**src/rtl/uart_pkg.sv**
```systemverilog
// Shared UART definitions.
// Holds the receive FSM state encoding and the default line timing and word
// size, so that a future transmit framer can use the same values.
package uart_pkg;

  localparam int unsigned DEF_CLKS_PER_BIT = 16;
  localparam int unsigned DEF_DATA_BITS    = 8;

  typedef enum logic [2:0] {
    ST_IDLE  = 3'd0,
    ST_START = 3'd1,
    ST_DATA  = 3'd2,
    ST_STOP  = 3'd3,
    ST_BREAK = 3'd4
  } rx_state_e;

  // Width of a counter that must hold values 0..n-1. Never less than 1.
  function automatic int unsigned cnt_w(input int unsigned n);
    return (n <= 2) ? 1 : $clog2(n);
  endfunction

endpackage

```
**src/rtl/uart_bit_timer.sv**
```systemverilog
// Bit-period timer for the UART receiver.
// Free-running counter over 0..CLKS_PER_BIT-1 that the owner can force back
// to zero. It is used both to find the middle of the start bit and to step
// from one bit centre to the next.
//   CLK       : system clock, rising edge
//   RST_N     : synchronous active-low reset
//   CLR       : force the counter to 0 on the next edge
//   HALF_TICK : counter == CLKS_PER_BIT/2 - 1
//   FULL_TICK : counter == CLKS_PER_BIT - 1
// CLKS_PER_BIT must be even and at least 4.
import uart_pkg::*;

module uart_bit_timer #(
  parameter int unsigned CLKS_PER_BIT = DEF_CLKS_PER_BIT
) (
  input  logic CLK,
  input  logic RST_N,
  input  logic CLR,
  output logic HALF_TICK,
  output logic FULL_TICK
);

  localparam int unsigned CW = cnt_w(CLKS_PER_BIT);
  localparam logic [CW-1:0] HALF_M1 = CW'(CLKS_PER_BIT / 2 - 1);
  localparam logic [CW-1:0] FULL_M1 = CW'(CLKS_PER_BIT - 1);

  logic [CW-1:0] cnt;

  always_ff @(posedge CLK) begin
    if (!RST_N || CLR)       cnt <= '0;
    else if (cnt == FULL_M1) cnt <= '0;
    else                     cnt <= cnt + CW'(1);
  end

  assign HALF_TICK = (cnt == HALF_M1);
  assign FULL_TICK = (cnt == FULL_M1);

endmodule

```
**src/rtl/uart_rx_deframer.sv**
```systemverilog
// UART receive deframer.
// Recovers start / DATA_BITS data (LSB first) / one stop bit frames from an
// already synchronised serial line by sampling once at the middle of each bit.
//   CLK        : system clock, rising edge
//   RST_N      : synchronous active-low reset
//   EN         : receive enable, only looked at while idle
//   RX_IN      : serial line, idle high
//   DATA_OUT   : last correctly framed word, held between frames
//   DATA_VALID : one-cycle pulse when DATA_OUT is updated
//   FRAME_ERR  : one-cycle pulse when the stop bit is sampled low
//   BUSY       : high in any state other than idle
import uart_pkg::*;

module uart_rx_deframer #(
  parameter int unsigned CLKS_PER_BIT = DEF_CLKS_PER_BIT,
  parameter int unsigned DATA_BITS    = DEF_DATA_BITS
) (
  input  logic                 CLK,
  input  logic                 RST_N,
  input  logic                 EN,
  input  logic                 RX_IN,
  output logic [DATA_BITS-1:0] DATA_OUT,
  output logic                 DATA_VALID,
  output logic                 FRAME_ERR,
  output logic                 BUSY
);

  localparam int unsigned BW = cnt_w(DATA_BITS);
  localparam logic [BW-1:0] LAST_BIT = BW'(DATA_BITS - 1);

  rx_state_e state, state_d;

  logic                 half_tick, full_tick;
  logic                 tmr_clr;
  logic                 shift_en, idx_clr;
  logic                 valid_d, ferr_d;
  logic [BW-1:0]        bit_idx;
  logic [DATA_BITS-1:0] shreg;

  uart_bit_timer #(.CLKS_PER_BIT(CLKS_PER_BIT)) u_tmr (
    .CLK       (CLK),
    .RST_N     (RST_N),
    .CLR       (tmr_clr),
    .HALF_TICK (half_tick),
    .FULL_TICK (full_tick)
  );

  always_ff @(posedge CLK) begin
    if (!RST_N) begin
      state      <= ST_IDLE;
      bit_idx    <= '0;
      shreg      <= '0;
      DATA_OUT   <= '0;
      DATA_VALID <= 1'b0;
      FRAME_ERR  <= 1'b0;
    end else begin
      state      <= state_d;
      DATA_VALID <= valid_d;
      FRAME_ERR  <= ferr_d;
      if (idx_clr)       bit_idx <= '0;
      else if (shift_en) bit_idx <= bit_idx + BW'(1);
      // New bit enters at the top; after DATA_BITS shifts the first data
      // bit has walked down to bit 0.
      if (shift_en) shreg <= {RX_IN, shreg[DATA_BITS-1:1]};
      if (valid_d)  DATA_OUT <= shreg;
    end
  end

  always_comb begin
    state_d  = state;
    tmr_clr  = 1'b0;
    shift_en = 1'b0;
    idx_clr  = 1'b0;
    valid_d  = 1'b0;
    ferr_d   = 1'b0;
    case (state)
      ST_IDLE: begin
        // Timer held at zero so it reads 0 on the cycle after the start edge.
        tmr_clr = 1'b1;
        idx_clr = 1'b1;
        if (EN && !RX_IN) state_d = ST_START;
      end
      ST_START: begin
        if (half_tick) begin
          // Restarting the timer here puts every later FULL_TICK on a bit centre.
          tmr_clr = 1'b1;
          if (!RX_IN) begin
            state_d = ST_DATA;
            idx_clr = 1'b1;
          end else begin
            state_d = ST_IDLE;
          end
        end
      end
      ST_DATA: begin
        if (full_tick) begin
          shift_en = 1'b1;
          if (bit_idx == LAST_BIT) state_d = ST_STOP;
        end
      end
      ST_STOP: begin
        if (full_tick) begin
          if (RX_IN) begin
            valid_d = 1'b1;
            state_d = ST_IDLE;
          end else begin
            ferr_d  = 1'b1;
            state_d = ST_BREAK;
          end
        end
      end
      ST_BREAK: begin
        // Wait out a held-low line so it cannot be read as new start bits.
        tmr_clr = 1'b1;
        if (RX_IN) state_d = ST_IDLE;
      end
      default: begin
        tmr_clr = 1'b1;
        state_d = ST_IDLE;
      end
    endcase
  end

  assign BUSY = (state != ST_IDLE);

endmodule

```
**config.mk**
```make
export PLATFORM = sky130hd
export DESIGN_NAME = uart_rx_deframer
export DESIGN_NICKNAME = d
export VERILOG_FILES = /design/src/rtl/uart_pkg.sv /design/src/rtl/uart_bit_timer.sv /design/src/rtl/uart_rx_deframer.sv
export SDC_FILE = /design/constraint.sdc
export NUM_CORES = 1
export LEC_CHECK = 0
export BUFFER_PORTS_ARGS = -buffer_cell sky130_fd_sc_hd__clkbuf_2
export CORE_UTILIZATION = 45
export DETAILED_ROUTE_END_ITERATION = 12
export PLACE_DENSITY_LB_ADDON = 0.08
export SYNTH_ARGS = -nofsm -noshare
export SYNTH_HDL_FRONTEND = slang
export SYNTH_HIERARCHICAL = 1
export SYNTH_SLANG_ARGS = --single-unit
```
**constraint.sdc**
```tcl
create_clock -name CLK -period 4.53 [get_ports CLK]
set_clock_uncertainty 0.05 [all_clocks]
set_input_delay 0.6795 -clock CLK [delete_from_list [all_inputs] [get_ports CLK]]
set_output_delay 0.6795 -clock CLK [all_outputs]
set_load 0.01 [all_outputs]
```
Word-level counts from Yosys, hierarchy flattened
Index checks and enable logic that the tools add are counted.

Register bits after elaboration: 28. Bits of input ports: 4. Output and inout port bits: 11. Word-level logic and storage cells: 53.

Add/subtract/negate cells: 2. Equality and inequality tests: 13. Multiplexer cells: 19. Bitwise logic cells: 1. Reduce and logical (&&, ||, !) cells: 11.

Operators with widths (number): 2-to-1 mux 3 bit (7); case mux 3 bit (5 select lines) (1); inequality test 2 bit, second input constant (6); 2-to-1 mux 1 bit (8); == test 3 x 2 -> 1 bit, second input constant (2); == test 3 bit, second input constant (2); AND reduction 6 bit (1); OR reduction 2 bit (3); adder 4 x 1 -> 4 bit, second input constant (1); == test 4 x 3 -> 1 bit, second input constant (1); == test 4 bit, second input constant (1); case mux 1 bit (2 select lines) (2); adder 3 x 1 -> 3 bit, second input constant (1); == test 3 x 1 -> 1 bit, second input constant (1); logical NOT 3 bit (1); AND reduction 3 bit (1); nonzero test 3 bit (1); logical NOT 1 bit (2); 2-to-1 mux 2 bit (1); logical AND 1 bit (1); logical OR 1 bit (1); NOT 1 bit (1).

Longest topological paths before layout
Gate-level depths: netlist of the first run.

Word-level depth: 5. Mapped depth: 7. Gate-level depth less buffers: 7.

Hierarchy
The synthesis of the first run kept the hierarchy.

By module, submodules not included: uart_rx_deframer (instances 1, cells an instance 111, area an instance 1033.5 sq um, sequential area each 480.5 sq um); uart_bit_timer (instances 1, cells an instance 18, area an instance 180.2 sq um, sequential area each 80.1 sq um).

Worst setup path before layout of the first run
Ideal clock, no wire load.

Path kind: register to register. Start: register u_tmr.cnt[0]. End: register state[0]. Setup time: 72 ps. Arrival: 1651 ps. Data required time: 4408 ps. Slack: 2757 ps. Stages on the path, launching flop included: 7. Buffers on the path: 0. Clock period less this slack: 1773 ps. Cells stage by stage: dfxtp_1 -> ha_1 -> and3_4 -> nand2b_1 -> o31ai_1 -> a2111oi_2 -> mux2i_1.

Longest elaborated chain between the ends: 3. Elaborated cells on any way between the ends: 6. Those cells by class: eq/ne (5); reduce/logical (1).

RTL lines: start: declaration (RTL line uart_bit_timer.sv:27) `logic [CW-1:0] cnt;`; start signal: assignment (RTL line uart_bit_timer.sv:32) `else cnt <= cnt + CW'(1);`; == test 4 bit * (RTL line uart_bit_timer.sv:36) `assign FULL_TICK = (cnt == FULL_M1);`; via full_tick (RTL line uart_rx_deframer.sv:33) `logic half_tick, full_tick;`; inequality test 2 bit (no line); AND reduction 6 bit (no line) *; end signal: assignment (RTL line uart_rx_deframer.sv:57) `state <= state_d;`; end: declaration (RTL line uart_rx_deframer.sv:31) `rx_state_e state, state_d;`.

Mark *: on every way through the listed nets, which the timed path passes. The rest lies on a longest branch. A chain may end at the register's enable or synchronous reset.

Worst setup path in the final report of the first run
Start: register state[2]. End: output BUSY.

Longest elaborated chain between the ends: 1.

RTL lines: nonzero test 3 bit (RTL line uart_rx_deframer.sv:124) `assign BUSY = (state != ST_IDLE);`; end: declaration (RTL line uart_rx_deframer.sv:25) `output logic BUSY`.

No other way between the ends.

==> results.md, run 1 <==
- Min-Delay Endpoint: bit_idx[2]
- Peak VDD IR: 0.238 mV
- Ports: 15
- Crit-path cells: or3_1 -> clkbuf_2
- Via Count: 905
- Row count: 18
- Root Driver: clkbuf_4
- Crit path launch type: register
- WL final: 2070 um
- Mapped cell area: 1210 um^2
- Vias in the first global route: 797
- Largest delay share family, worst path: flip-flops
- Drt drc: 0
- Post-CTS Repair Setup Buffers: 0
- Crit-path max cell delay: 0.43 ns
- LEAKAGE: 0.490 nW
- CTS H-tree depth: 1
- Fin Setup TNS: 0 ns
- Post-DP HPWL: 1420 um
- Crit path launch: state[2]
- Worst-path clk slew: 0.15 ns
- GRT overflow: 0
- Min-delay src: bit_idx[2]
- Initial Utilization: 48.1%
- Syn nets: 136
- Slew Limit Headroom: 69.0%
- Reg2Reg Depth: 6
- Worst-skew pair later-pin latency: 0.33 ns
- Least-Margin Pin Slew: 0.461 ns
- RD Place Congestion: 0.757
- Reg-to-Reg End: state[0]
- Syn avg cell area: 9.41 um^2
- # nets final: 149
- Pwr Total: 0.000511 W
- Final Setup Violations: 0
- Most frequent cells in the layout: dfxtp_1, nand2_1, clkbuf_2, mux2i_1, nor2b_1
- CTS Hold Bufs: 0
- Routed WL per cell: 12.1 um
- Clk pwr share: 32.5%
- Seq/Total Area, Yosys: 46.2%
- Slowest CP cell: dfxtp_1
- WHS Path Cells: 2
- I/O Buffers: 14
- Post-CTS resize count: 0
- Clock Path Buffers: 2
- Starting DRT DRC Count: 6
- Clk sinks: 28
- Status: complete, no violations
- Crit path DAT: 1.32 ns
- CTS tree: built
- Footprint of the multi-input gates: 613 um^2
- Core region area: 2520 um^2
- FFs w/ async S/R, synth: 0%
- FILL cells: 247
- R2R Path Start: u_tmr/cnt[0]
- Peak Freq: 0.489 GHz
- FF+latch area: 561 um^2
- Post-synth EDFFs: 0
- Layout cells sized above 1: 16.3%
- Die ar.: 2910 um^2
- Final ANT Viol Nets: 0
- Data required, critical path: 3.80 ns
- First-pass GRT wire length: 3420 um
- Layout Cells excl Fill: 171
- Largest net degree at the start of global routing: 26
- Post-synthesis register bit count: 28
- Switching Share: 25.1%
- P per Cell Area: 381 nW/um^2
- Combinational Power Share: 14.2%
- Initial antenna violation count: 0
- Placed cell count: 167
- Slew Limit Fails: 0
- Antenna fix cells: 0
- TritonCTS Buffers: 3
- Main synth FF type: dfxtp_1
- Yosys cell types: 32
- Minimum clock period: 2.05 ns
- Critical setup path kind: reg2out
- Vert. Die Dim: 53.9 um
- TritonRoute pass-1 iters: 4
- MaxCap Viol Count: 0
- Area grow syn2layout: 10.5%
- Commonest non-fill, non-tap cell in the layout: dfxtp_1
- Worst Hold Class: reg2reg
- RSZ-0062 raised after global routing: no
- Final hold viol count: 0
- Internal power: 0.000383 W
- Chip width: 53.9 um
- Crit share post-route: 45.1%
- Mapped Cells: 129
- WP buf/inv: 1
- Critical path peak fanout: 8
- Total Routing Usage GR: 16.9%
- Vias per Instance: 5.29
- Flop2flop setup slack: 2.57 ns
- Switch Pwr: 0.000128 W
- CP endpoint kind: output port
- Sequential Power Share: 53.3%
- Yosys warnings: 6
-- worst min-delay path, cell delays in order, from the launching register on --
cell and delay, ns:
dfxtp_1 0.35, nand2_1 0.05, a21oi_1 0.05
-- worst max path at each step --
| stage | end | slack, ns | cells after the start |
|---|---|---|---|
| after floorplan | state[0] | 2.76 | 6 |
| after global placement | state[1] | 2.69 | 6 |
| after detailed placement | state[0] | 2.60 | 6 |
| after CTS | BUSY | 2.48 | 2 |
| after global routing | BUSY | 2.42 | 2 |
| final | BUSY | 2.48 | 2 |
-- layer usage --
metal / track usage (%) / share of wire, % / vias to the layer above
met3: 2.54 / 2.9 / 4
met5: 0 / 0 / -
li1: - / - / 462
met1: 20.7 / 48 / 422
met2: 26.7 / 46 / 17
met4: 11.8 / 2.5 / 0
-- cell usage after synthesis (2+ instances only) --
cell | count | share of area, %
dfxtp_1 | 28 | 46
nand2_1 | 25 | 7.7
mux2i_1 | 11 | 9.1
nor2b_1 | 10 | 5.2
a21boi_0 | 8 | 4.9
a21oi_1 | 4 | 1.6
nand2b_1 | 4 | 2.1
nor2_1 | 4 | 1.2
ha_1 | 3 | 3.1
nand3_1 | 3 | 1.2
buf_2 | 2 | 0.82
buf_4 | 2 | 1.2
clkbuf_1 | 2 | 0.62
inv_1 | 2 | 0.62
nor4b_1 | 2 | 1.4
o21ai_0 | 2 | 0.82
xnor2_1 | 2 | 1.4
-- power groups by stage --
stage / combinational [W] / clock, W / sequential [W]
after floorplan: 0.0000726 / 0 / 0.000265
after global placement: 0.0000721 / 0 / 0.000277
after detailed placement: 0.0000722 / 0 / 0.000277
after CTS: 0.0000732 / 0.000172 / 0.000272
after global routing: 0.0000804 / 0.000181 / 0.000275
final: 0.0000726 / 0.000166 / 0.000272
-- cell type report --
cell class	instances	area share (%)
tap	30	2.80
sequential	28	41.8
clock inverter	1	2.24
timing repair buffer	14	5.22
clock buffer	3	1.68
inverter	2	0.560
multi-input combinational	93	45.7
-- logic make-up after synthesis --
| logic type | count (synthesis) | share of synthesized area [%] |
|---|---|---|
| muxes | 11 | 9.07 |
| DFF | 28 | 46.2 |
| and+or+nand+nor | 59 | 26.3 |
| xor gates and xnor gates | 2 | 1.44 |
| adders and majority gates | 3 | 3.09 |
| buffers and inverters | 8 | 3.30 |
| AOI/OAI and AO/OA | 18 | 10.6 |
-- through the flow --
stage	utilization [%]	area [um^2]	hold slack, ns	setup slack, ns
3_3_place_gp	51.1	1290	0.401	2.69
3_5_place_dp	51.1	1290	0.404	2.60
2_1_floorplan	-	1210	0.390	2.76
5_1_grt	53.2	1340	0.443	2.42
6_report	53.2	1340	0.424	2.48
4_1_cts	53.2	1340	0.424	2.48
-- registers in the layout (all words and copies together) (netlist names) --
| signal | cells |
|---|---|
| DATA_OUT | 8 |
| state | 3 |
| u_tmr/cnt | 4 |
| bit_idx | 3 |
| shreg | 8 |
| DATA_VALID | 1 |
| FRAME_ERR | 1 |
Note: power is estimated with default switching activity, not from simulation.
==> inputs of run 2 (changes only) <==
==> constraint.sdc (replaced) <==
create_clock -name CLK -period 2 [get_ports CLK]
set_clock_uncertainty 0.05 [all_clocks]
set_input_delay 0.3 -clock CLK [delete_from_list [all_inputs] [get_ports CLK]]
set_output_delay 0.3 -clock CLK [all_outputs]
set_load 0.01 [all_outputs]
==> run 2 against run 1 <==
Net effect: sequential share of layout area fell by 0.26 points; via count fell by 1.1%; largest power group unchanged; die area did not move; critical endpoint is now state[1].
==> results.md, run 2 (synthesis gave the netlist of run 1 again) <==
- Status: complete, no violations
- CTS Hold Bufs: 0 (unchanged)
- Worst-path clk slew: 0.16 ns (about the same)
- Drt drc: 0 (unchanged)
- Crit-path max cell delay: 0.39 ns (-0.04 ns)
- Slew Limit Fails: 0 (unchanged)
- Slew Limit Headroom: 69.6% (+0.61 points)
- Internal power: 0.000881 W (+130%)
- Biggest regs: DATA_OUT: 8 flops, shreg: 8 flops, u_tmr/cnt: 4 flops
- Combinational Power Share: 15.6% (+1.4 points)
- First-pass GRT wire length: 3560 um (+4.2%)
- Data required, critical path: 2.20 ns (-1.60 ns)
- Vias per Instance: 5.20 (-1.7%)
- Switch Pwr: 0.000290 W (+130%)
- CTS tree: built
- RSZ-0062 raised after global routing: no
- Crit share post-route: 93.9%
- Final Util: 53.6% (+0.45 points)
- Minimum clock period: 1.88 ns
- Largest net degree at the start of global routing: 26 (unchanged)
- Final Setup Violations: 0 (unchanged)
- Commonest non-fill, non-tap cell in the layout: dfxtp_1
- CTS H-tree depth: 1 (unchanged)
- Most frequent cells in the layout: dfxtp_1, nand2_1, clkbuf_2, mux2i_1, nor2b_1
- P per Cell Area: 866 nW/um^2 (+130%)
- Total Routing Usage GR: 17.3% (+0.47 points)
- Via Count: 895 (-1.1%)
- Antenna fix cells: 0 (unchanged)
- Chip width: 53.9 um (unchanged)
- Worst-skew pair later-pin latency: 0.33 ns (about the same)
- Crit path launch type: register
- PnR worst setup slack: 0.122 ns (-2.36 ns)
- Switching Share: 24.8% (-0.26 points)
- FILL cells: 248 (+0.40%)
- Crit path launch: u_tmr/cnt[1]
- TritonCTS Buffers: 3 (unchanged)
- RD Place Congestion: 0.760 (+0.48%)
- Initial Utilization: 48.1% (unchanged)
- Peak Freq: 0.533 GHz
- Final hold viol count: 0 (unchanged)
- R2R Path Start: u_tmr/cnt[1]
- Post-DP HPWL: 1430 um (+0.15%)
- Vert. Die Dim: 53.9 um (unchanged)
- Clk sinks: 28 (unchanged)
- Peak VDD IR: 0.541 mV (+130%)
- CP endpoint kind: register
- Clock Path Buffers: 2 (unchanged)
- Critical setup path kind: reg2reg
- Starting DRT DRC Count: 11 (+5)
- MaxCap Viol Count: 0 (unchanged)
- Critical path peak fanout: 7 (-1)
- Root Driver: clkbuf_4
- WL final: 2080 um (+0.34%)
- Least-Margin Pin Slew: 0.452 ns (-0.00903 ns)
- Layout cells sized above 1: 18.3% (+2.0 points)
- Final ANT Viol Nets: 0 (unchanged)
- GRT overflow: 0 (unchanged)
- I/O Buffers: 14 (unchanged)
- Clk pwr share: 31.6% (-0.9 points)
- Crit-path cells: ha_2 -> and3_4 -> nand2b_1 -> o31ai_1 -> a2111oi_2 -> buf_4 -> mux2i_1
- Min-delay src: RX_IN
- Fin Setup TNS: 0 ns (unchanged)
- Worst slack, placed: -0.0253 ns (-2.63 ns)
- # nets final: 150 (+0.67%)
- Initial antenna violation count: 0 (unchanged)
- LEAKAGE: 0.493 nW (+0.52%)
- Area grow syn2layout: 11.4%
- Sequential Power Share: 52.7% (-0.6 points)
- Worst Hold Class: in2reg
- Vias in the first global route: 837 (+5.0%)
- Ports: 15 (unchanged)
- Slowest CP cell: dfxtp_1
- Routed WL per cell: 12.1 um (-0.25%)
- Core region area: 2520 um^2 (unchanged)
- Crit path DAT: 2.08 ns (+0.76 ns)
- Die ar.: 2910 um^2 (unchanged)
- TritonRoute pass-1 iters: 4 (unchanged)
- Row count: 18 (unchanged)
## run 2: changes by cell type in the layout (fill, tap and decap cells not counted), sizes merged
cell,before,now
buf,0,1
## run 2: cell type report
| type | instances | area [um^2] | share of cell area, % |
|---|---|---|---|
| Clock inverter | 1 | 30.0 | 2.22 |
| Tap cell | 30 | 37.5 | 2.78 |
| Inverter | 2 | 7.51 | 0.555 |
| Sequential cell | 28 | 562 | 41.5 |
| Timing Repair Buffer | 15 | 77.6 | 5.74 |
| Multi-Input combinational cell | 93 | 616 | 45.5 |
| Clock buffer | 3 | 22.5 | 1.67 |
## run 2: final timing paths
kind / endpoint / slack (ns) / depth (start not counted)
max: state[1] / 0.12 / 7
min: shreg[7] / 0.23 / 3
max reg2reg: state[1] / 0.12 / 7
min reg2reg: u_tmr/cnt[0] / 0.41 / 1
## run 2: metal layers
| metal | share of wire (%) | GRT usage [%] | wire, um |
|---|---|---|---|
| met3 | 2.8 | 3.95 | 59 |
| met5 | 0 | 0 | 0 |
| met2 | 46 | 29.4 | 956 |
| met4 | 1.5 | 7.89 | 32 |
| met1 | 50 | 20.5 | 1030 |
## run 2: critical path, delay by kind of cell, from the launching register on
| family | cells | cell delay (ns) |
|---|---|---|
| multiplexers | 1 | 0.21 |
| AND/OR/NAND/NOR | 2 | 0.35 |
| buffers and inverters | 1 | 0.18 |
| adder cells (fa/ha/maj) | 1 | 0.22 |
| AO/OA/AOI/OAI | 2 | 0.40 |
| flip-flops | 1 | 0.39 |
## run 2: power by group through the flow
stage               Combinational, W  Sequential, W  Clock (W)
floorplan                   0.000164       0.000601          0
global placement            0.000164       0.000627          0
detailed placement          0.000168       0.000628          0
CTS                         0.000183       0.000616   0.000383
global route                0.000204       0.000624   0.000396
finish                      0.000183       0.000618   0.000371
## run 2: timing repair
item | 4_1_cts | 5_1_grt
setup endpoints to repair | 2 | 3
gates resized for setup | 0 | 2
pin swaps | 1 | 0
buffers inserted | 1 | 0
## run 2: through the flow
stage | power [W] | cells | hold WS (ns) | instance area (um^2)
after global placement | 0.000791 | 167 | 0.396 | 1290
after global routing | 0.00122 | 172 | 0.241 | 1350
after floorplan | 0.000765 | 129 | 0.390 | 1210
after detailed placement | 0.000796 | 167 | 0.405 | 1290
after CTS | 0.00118 | 172 | 0.222 | 1350
final | 0.00117 | 172 | 0.225 | 1350
